## config.mk

```make
export PLATFORM = sky130hd
export DESIGN_NAME = bus_arbiter
export DESIGN_NICKNAME = d
export VERILOG_FILES = /design/src/rtl/bus_arb_pkg.sv /design/src/rtl/rr_pick.sv /design/src/rtl/bus_arbiter.sv
export SDC_FILE = /design/constraint.sdc
export NUM_CORES = 1
export LEC_CHECK = 0
export CORE_MARGIN = 3
export CORE_UTILIZATION = 30
export DETAILED_ROUTE_END_ITERATION = 10
export PLACE_DENSITY_LB_ADDON = 0.2
export SETUP_SLACK_MARGIN = 0.2
export SYNTH_ARGS = -nofsm -noshare
export SYNTH_HDL_FRONTEND = slang
export SYNTH_SLANG_ARGS = --single-unit
```

## constraint.sdc

```tcl
create_clock -name clock -period 5.15 [get_ports clock]
set_input_delay 0.515 -clock clock [delete_from_list [all_inputs] [get_ports clock]]
set_output_delay 0.515 -clock clock [all_outputs]
set_load 0.005 [all_outputs]
```

## src/rtl/bus_arb_pkg.sv

```systemverilog
// Shared types and constants for the round-robin bus arbiter.
// Optional build macro used by this slice: BUS_ARB_PRIO0_EN.
package bus_arb_pkg;

  localparam int NUM_REQ_DEF = 32;
  localparam int SEL_W_DEF   = 5;

  // owner_cnt is a small saturating debug counter
  localparam int                 CNT_W   = 3;
  localparam logic [CNT_W-1:0]   CNT_MAX = 3'd7;

  typedef enum logic [1:0] {
    IDLE  = 2'd0,
    GRANT = 2'd1,
    TURN  = 2'd2
  } arb_state_e;

endpackage

```

## src/rtl/rr_pick.sv

```systemverilog
// Rotating priority encoder: finds the first set request scanning upward
// from (last+1) mod NUM_REQ and wrapping around. Purely combinational.
module rr_pick
  import bus_arb_pkg::*;
#(
  parameter int NUM_REQ = NUM_REQ_DEF,
  parameter int SEL_W   = SEL_W_DEF
) (
  input  logic [NUM_REQ-1:0] req,
  input  logic [SEL_W-1:0]   last,
  output logic               any,
  output logic [SEL_W-1:0]   winner
);

  logic [SEL_W-1:0] idx_s;

  // Scan offsets from farthest to nearest so the nearest requester wins
  always_comb begin
    any    = 1'b0;
    winner = {SEL_W{1'b0}};
    idx_s  = {SEL_W{1'b0}};
    for (int k = NUM_REQ; k >= 1; k--) begin
      idx_s  = SEL_W'((int'(last) + k) % NUM_REQ);
      winner = req[idx_s] ? idx_s : winner;
      any    = any | req[idx_s];
    end
  end

endmodule

```

## src/rtl/bus_arbiter.sv

```systemverilog
// Round-robin arbiter for the CPU internal bus: one-hot grant, mux select,
// bounded hold time per owner and a one-cycle turnaround between owners.
// Optional build macro: BUS_ARB_PRIO0_EN (source 0 always wins arbitration
// and does not move the rotation pointer when it releases).
module bus_arbiter
  import bus_arb_pkg::*;
#(
  parameter int NUM_REQ  = NUM_REQ_DEF,
  parameter int SEL_W    = SEL_W_DEF,
  parameter int MAX_HOLD = 4
) (
  input  logic               clock,
  input  logic               clear_n,
  input  logic [NUM_REQ-1:0] req,
  output logic [NUM_REQ-1:0] grant,
  output logic [SEL_W-1:0]   select,
  output logic               bus_valid,
  output logic [CNT_W-1:0]   owner_cnt
);

  arb_state_e         state_q, state_d;
  logic [NUM_REQ-1:0] grant_q, grant_d;
  logic [SEL_W-1:0]   select_q, select_d;
  logic               valid_q, valid_d;
  logic [CNT_W-1:0]   cnt_q, cnt_d;
  logic [SEL_W-1:0]   last_q, last_d;

  logic               pick_any_s;
  logic [SEL_W-1:0]   pick_win_s;
  logic [SEL_W-1:0]   winner_s;
  logic               owner_req_s;
  logic               hold_ok_s;
  logic [CNT_W-1:0]   cnt_inc_s;
  logic [SEL_W-1:0]   release_last_s;

  rr_pick #(
    .NUM_REQ (NUM_REQ),
    .SEL_W   (SEL_W)
  ) u_rr_pick (
    .req     (req),
    .last    (last_q),
    .any     (pick_any_s),
    .winner  (pick_win_s)
  );

  // Winner selection, hold-limit test and rotation pointer update on release
  always_comb begin
    owner_req_s = req[select_q];
    hold_ok_s   = (MAX_HOLD == 0) || (int'(cnt_q) < MAX_HOLD);
    cnt_inc_s   = (cnt_q == CNT_MAX) ? CNT_MAX : (cnt_q + CNT_W'(1));
`ifdef BUS_ARB_PRIO0_EN
    // Source 0 (PC) beats the rotation and leaves the pointer untouched
    winner_s       = req[0] ? {SEL_W{1'b0}} : pick_win_s;
    release_last_s = (select_q == {SEL_W{1'b0}}) ? last_q : select_q;
`else
    winner_s       = pick_win_s;
    release_last_s = select_q;
`endif
  end

  // Next-state and registered-output logic of the arbitration FSM
  always_comb begin
    state_d  = state_q;
    grant_d  = grant_q;
    select_d = select_q;
    valid_d  = valid_q;
    cnt_d    = cnt_q;
    last_d   = last_q;
    case (state_q)
      IDLE, TURN: begin
        if (pick_any_s) begin
          state_d  = GRANT;
          grant_d  = NUM_REQ'(1) << winner_s;
          select_d = winner_s;
          valid_d  = 1'b1;
          cnt_d    = CNT_W'(1);
        end else begin
          // select keeps the last owner so the mux input does not glitch
          state_d = IDLE;
          grant_d = {NUM_REQ{1'b0}};
          valid_d = 1'b0;
          cnt_d   = {CNT_W{1'b0}};
        end
      end
      GRANT: begin
        if (owner_req_s && hold_ok_s) begin
          cnt_d = cnt_inc_s;
        end else begin
          state_d = TURN;
          grant_d = {NUM_REQ{1'b0}};
          valid_d = 1'b0;
          cnt_d   = {CNT_W{1'b0}};
          last_d  = release_last_s;
        end
      end
      default: begin
        state_d = IDLE;
        grant_d = {NUM_REQ{1'b0}};
        valid_d = 1'b0;
        cnt_d   = {CNT_W{1'b0}};
      end
    endcase
  end

  // State and output registers, cleared asynchronously by clear_n
  always_ff @(posedge clock or negedge clear_n) begin
    if (!clear_n) begin
      state_q  <= IDLE;
      grant_q  <= {NUM_REQ{1'b0}};
      select_q <= {SEL_W{1'b0}};
      valid_q  <= 1'b0;
      cnt_q    <= {CNT_W{1'b0}};
      last_q   <= SEL_W'(NUM_REQ - 1);
    end else begin
      state_q  <= state_d;
      grant_q  <= grant_d;
      select_q <= select_d;
      valid_q  <= valid_d;
      cnt_q    <= cnt_d;
      last_q   <= last_d;
    end
  end

  assign grant     = grant_q;
  assign select    = select_q;
  assign bus_valid = valid_q;
  assign owner_cnt = cnt_q;

endmodule

```

## Word level (Yosys, flattened, before mapping)

Index checks and enable logic that the tools add are counted.

- Input port bits: 34
- Logic and storage cells: 226
- Output and inout bits: 41
- Flip-flop bits (word level): 48

- Reductions and logical operators: 5
- Multiplexer cells: 111
- Shifts and indexed selects: 1
- Add/subtract/negate cells: 33
- Equal/unequal tests: 4
- Order comparisons: 34
- Bitwise logic cells: 32

Operators by type and width:

| cell | count |
|---|---|
| 5-bit by 6-bit less-than comparator with 1-bit output, second input constant | 33 |
| 1-bit binary-select mux with 5-bit select | 33 |
| 5-bit two-way mux | 32 |
| 5-bit adder, second input constant | 16 |
| 32-bit two-way mux | 2 |
| 32-bit case mux with 2 select lines | 1 |
| 5-bit by 4-bit adder with 5-bit output, second input constant | 8 |
| 1-bit two-way mux | 37 |
| 1-bit by 5-bit << shifter with 32-bit output, first input constant | 1 |
| 1-bit OR | 31 |
| 5-bit by 3-bit adder with 5-bit output, second input constant | 4 |
| 5-bit by 1-bit adder with 5-bit output, second input constant | 2 |
| 5-bit by 2-bit adder with 5-bit output, second input constant | 2 |
| 3-bit two-way mux | 2 |
| 3-bit case mux with 2 select lines | 1 |
| 2-bit case mux with 2 select lines | 1 |
| 2-bit AND reduction | 2 |
| 3-bit by 1-bit adder with 3-bit output, second input constant | 1 |
| 3-bit equality test, second input constant | 1 |
| 3-bit less-than comparator, second input constant | 1 |
| 2-bit by 1-bit equality test with 1-bit output, second input constant | 1 |
| 2-bit equality test, second input constant | 1 |
| 2-bit logical NOT | 1 |
| 2-bit two-way mux | 1 |
| other kinds (5) | 5 |

## Longest topological paths before layout

- Depth after elaboration: 38
- Depth in mapped cells: 22
- Gate-level depth less buffers: 13

## By module

A second synthesis with hierarchy kept.

- Cells, all modules: 818
- Area total of the unflattened synthesis: 7,696.1 um2

By module, submodules not included:

| module | cells each | times used | sequential area each (um2) | area each (um2) |
|---|---|---|---|---|
| rr_pick | 658 | 1 | 0.0 | 5,536.6 |
| bus_arbiter | 160 | 1 | 1,182.4 | 2,159.6 |

## Worst setup path before layout

No wires, ideal clock.

- Path type: reg2reg
- Start: register last_q[1]
- End: register grant_q[16] (netlist: grant[16])
- Data required time: 5.072 ns
- Clock period less this slack: 5.460 ns
- Path slack: -0.310 ns
- Cell stages (with the launch flop): 19
- Buffers on the path: 5
- Arrival: 5.382 ns
- Library setup time: 0.078 ns
- Cell sequence: dfstp_2 > buf_6 > buf_4 > buf_4 > clkbuf_1 > inv_1 > clkbuf_1 > ha_1 > a21boi_2 > xnor2_1 > mux4_2 > and2_4 > or3_4 > nor4_4 > a21bo_1 > o221a_2 > o21a_4 > or3_1 > o21ai_1

- Word-level cells in the longest chain between the ends: 38
- Elaborated cells on any way between the ends: 162
- Classes of those cells: add/sub (32); shift (1); mux (98); bitwise (31)

Ends and longest elaborated chain:

| item | line | source |
|---|---|---|
| from (decl) | bus_arbiter.sv:26 | `logic [SEL_W-1:0] last_q, last_d;` |
| from (signal assigned) | bus_arbiter.sv:113 | `last_q <= SEL_W'(NUM_REQ - 1);` |
| from (signal assigned) | bus_arbiter.sv:120 | `last_q <= last_d;` |
| 5-bit by 1-bit adder with 5-bit output | rr_pick.sv:23 | `idx_s = SEL_W'((int'(last) + k) % NUM_REQ);` |
| 1-bit binary-select mux with 5-bit select | rr_pick.sv:24, rr_pick.sv:25 |  |
| 1-bit two-way mux (implied by the code) | rr_pick.sv:24, rr_pick.sv:25 |  |
| 5-bit two-way mux (32 in a row) | rr_pick.sv:24 | `winner = req[idx_s] ? idx_s : winner;` |
| 1-bit by 5-bit << shifter with 32-bit output | bus_arbiter.sv:73 | `grant_d = NUM_REQ'(1) << winner_s;` |
| 32-bit two-way mux (*) | bus_arbiter.sv:71 | `if (pick_any_s) begin` |
| 32-bit case mux with 2 select lines (*) | bus_arbiter.sv:69 | `case (state_q)` |
| to (signal assigned) | bus_arbiter.sv:109 | `grant_q <= {NUM_REQ{1'b0}};` |
| to (signal assigned) | bus_arbiter.sv:116 | `grant_q <= grant_d;` |
| to (decl) | bus_arbiter.sv:22 | `logic [NUM_REQ-1:0] grant_q, grant_d;` |

Mark *: on every way between the ends. The rest lies on a longest branch, timed or not. The select of a mux whose other input is x is not followed.
A chain may end at the register's enable or synchronous reset.

## Worst setup path in the final report

- Start: register last_q[1]
- End: register grant_q[22] (netlist: grant[22])

Same word-level chain as after synthesis.

==> impl_metrics.yaml <==
outcome:
  status: "completed"
clock_tree:
  clockBufferDepth: 2
  cts_tree: "done"
  cts.sink_count: 48
  clk_latency_ns: 0.29
  clk_pin_slew_ns: 0.06
  h-tree-depth: 2
  numCtsBuffers: 5
  cts_hold_buf: 0
  cts_root_buf: "clkbuf_16"
worst_setup_path:
  ff2ff_setup_slack_ns: 0.35
  crit_path_cell_trace: "inv_1 -> ha_4 -> buf_12 -> mux4_2 -> mux4_2 -> mux2_4 -> nor3_4 -> nand2_1 -> or4_1 -> o31ai_4 -> a21oi_4 -> a22o_1"
  timing.critical_path.mode_cell: "mux4_2"
  required_ns: 5.33
  startpoint_type: "register"
  crit_fanout: 13
  crit_buf_inv: 2
  end_kind: "register"
  max_stage_delay_ns: 0.68
  crit_arrival_ns: 4.98
  critPathKind: "register to register"
  crit_family: "multiplexers"
  cp_slowest_cell: "dfstp_4"
routing:
  ant_nets: 0
  wl_per_cell_um: 27.58
  vias_per_cell: 6.437
  vias: 9212
  drcViolationCount: 0
  first_iter_violations: 1331
  routed_wl_um: 39460
  drtPass1Iterations: 6
logic_synthesis:
  muxShareOfSynthArea: 0.4174
  syn_nets: 997
  synthSimpleGateAreaFrac: 0.1410
  synth_compound_area_frac: 0.2053
  netlist_area_um2: 8960
  ys.flop_type: "dfrtp_1"
  synthAdderAreaFrac: 0.01955
  synthCells: 949
  synth_edf_count: 0
  synth_top_family_by_area: "multiplexers"
  yosysSeqAreaShare: 0.1348
  ys_warn_count: 0
  syn_area_per_cell_um2: 9.441
  synth_async_sr_flop_share: 1.000
  synth_xor_area_frac: 0.03491
  ys_ff_latch: 48
  synth_cell_type_count: 91
floorplan:
  dieHeight_um: 178.8
  pin_count: 75
  die_w_um: 178.8
  start_util: 0.3080
  rows: 62
  die-area_um2: 31980
  core_um2: 29090
sta:
  skew_ns: 0.005633
  relSlewSlack: 0.2825
  fin_crit_sh: 0.9328
  setup_viol: 0
  final_hold_viol_count: 0
  fin_crit_ns: 4.804
  timing.fmax_mhz: 208.2
  setup_tns_ns: 0
  tightest_slew_ns: 1.076
  rsz0062_at_grt: "true"
  slew_viol_final: 0
placed_design:
  gp_congestion: 0.9905
  hpwl_um: 29660
  port_buffers: 74
layout:
  antenna_cells: 0
  final_nets: 1094
  final_core_utilization: 0.3766
  drive_gt1_frac: 0.2655
  area.growth.synth_to_final_pct: 22.29
global_route:
  antenna_found_initial: 1
  grt_pass1_vias: 8886
  grt_max_degree: 62
  grt_pass1_wl_um: 57520
  track_usage: 0.2390
  overflow: 0
run:
  maxCapViolations: 0
min_path:
  min-delay-path-class: "primary input to asynchronous set/reset pin"
[cell usage after synthesis (all sizes together), types with 12 or more instances]
| master | instances | area [µm²] |
|---|---|---|
| nand2 | 113 | 424.2 |
| mux2i | 100 | 1033 |
| mux4 | 99 | 2256 |
| o21ai | 59 | 299.0 |
| dfrtp | 43 | 1076 |
| nor2 | 41 | 153.9 |
| mux2 | 40 | 450.4 |
| a21oi | 36 | 187.7 |
| clkbuf | 35 | 131.4 |
| buf | 30 | 188.9 |
| xnor2 | 28 | 252.8 |
| inv | 25 | 93.84 |
| nand3 | 25 | 135.1 |
| o22ai | 21 | 131.4 |
| a22o | 19 | 166.4 |
| nor3 | 18 | 95.09 |
| a31oi | 16 | 100.1 |
| ha | 14 | 175.2 |
| o211ai | 14 | 105.1 |
| a211oi | 12 | 102.6 |
| and2 | 12 | 77.58 |
[worst register-to-register path, stage by stage (launching register included)]
cell	delay (ns)
dfstp_4	0.68
inv_1	0.12
ha_4	0.34
buf_12	0.16
mux4_2	0.64
mux4_2	0.53
mux2_4	0.38
nor3_4	0.15
nand2_1	0.11
or4_1	0.61
o31ai_4	0.55
a21oi_4	0.18
a22o_1	0.24
[path summary, 6_finish.rpt]
kind / start / endpoint / cells after the start
worst max register to register: last_q[1] / grant[22] / 12
worst min-delay path: clear_n / grant[6] / 1
worst max-delay path: last_q[1] / grant[22] / 12
worst min register to register: grant[29] / grant[29] / 2
min in group clock: grant[29] / grant[29] / 2
max in group asynchronous: clear_n / state_q[1] / 1
[final cells by class]
cell class              count  area, µm²
clock buffers               6      138.9
clock inverters             2      38.79
fillers                  2910      18130
inverters                  27      101.3
multi-input cells         809       7546
flip-flops and latches     48       1211
well taps                 384      480.5
repair buffers            155       1440
[per-stage QoR]
step                      cells  hold WS, ns  setup slack, ns  cell area, µm²
final                      1431       0.4220           0.3460           10960
after global routing       1431       0.5193           0.1563           10960
after CTS                  1419       0.4609           0.2698           10670
after detailed placement   1411       0.4826           0.1429           10480
after global placement     1411       0.4741           0.1148           10480
after floorplan             949       0.2194           0.2066            9051
[registers in the layout (all words and copies together) (netlist names)]
register   cells
bus_valid      1
grant         32
last_q         5
owner_cnt      3
select         5
state_q        2
[routing by layer]
metal	routed length, µm	GRT usage
met3	4036	0.05273
met1	16220	0.3382
met2	17470	0.3536
met5	12	0
met4	1726	0.09481
[what timing repair did]
item,4_1_cts,5_1_grt
setup endpoints to repair,18,34
resized for setup,2,26
gates cloned,0,2
buffers inserted,0,10
pin swaps,0,2
[cells in the final DEF, fill, tap and decap left out, types with 5 or more instances in the layout]
master           Yosys  layout
a211o_1              5       5
a211oi_1            11      10
a21boi_0             6       6
a21oi_1             34      34
a22o_1              19      19
a2bb2oi_1            5       5
a31oi_1             16      15
and2_1              11      11
and3_1               8       8
buf_4                4      74
clkbuf_16            0       7
clkdlybuf4s50_1      0      73
dfrtp_1             43      43
ha_1                14      11
inv_1               24      24
mux2_2              39      38
mux2i_1             96      93
mux4_1               7       7
mux4_2              92      92
nand2_1            113     113
nand2b_1            10      10
nand3_1             23      23
nor2_1              41      41
nor2b_1              5       5
nor3_1              17      15
o2111ai_1            7       7
o211ai_1            14      14
o21ai_0             46      46
o21ai_1             12      12
o22ai_1             21      20
or2_2                5       5
or3_1                7       7
xnor2_1             27      22
xnor2_2              1       5
[cells by family after synthesis]
family / Yosys count
AO/OA/AOI/OAI: 260
XOR/XNOR: 34
adder cells (fa/ha/maj): 14
buffers and inverters: 92
flip-flops: 48
multiplexers: 239
AND/OR/NAND/NOR: 262
Power is not shown: default switching activity piles up to over one toggle a cycle in this logic, so the estimate is an artifact.
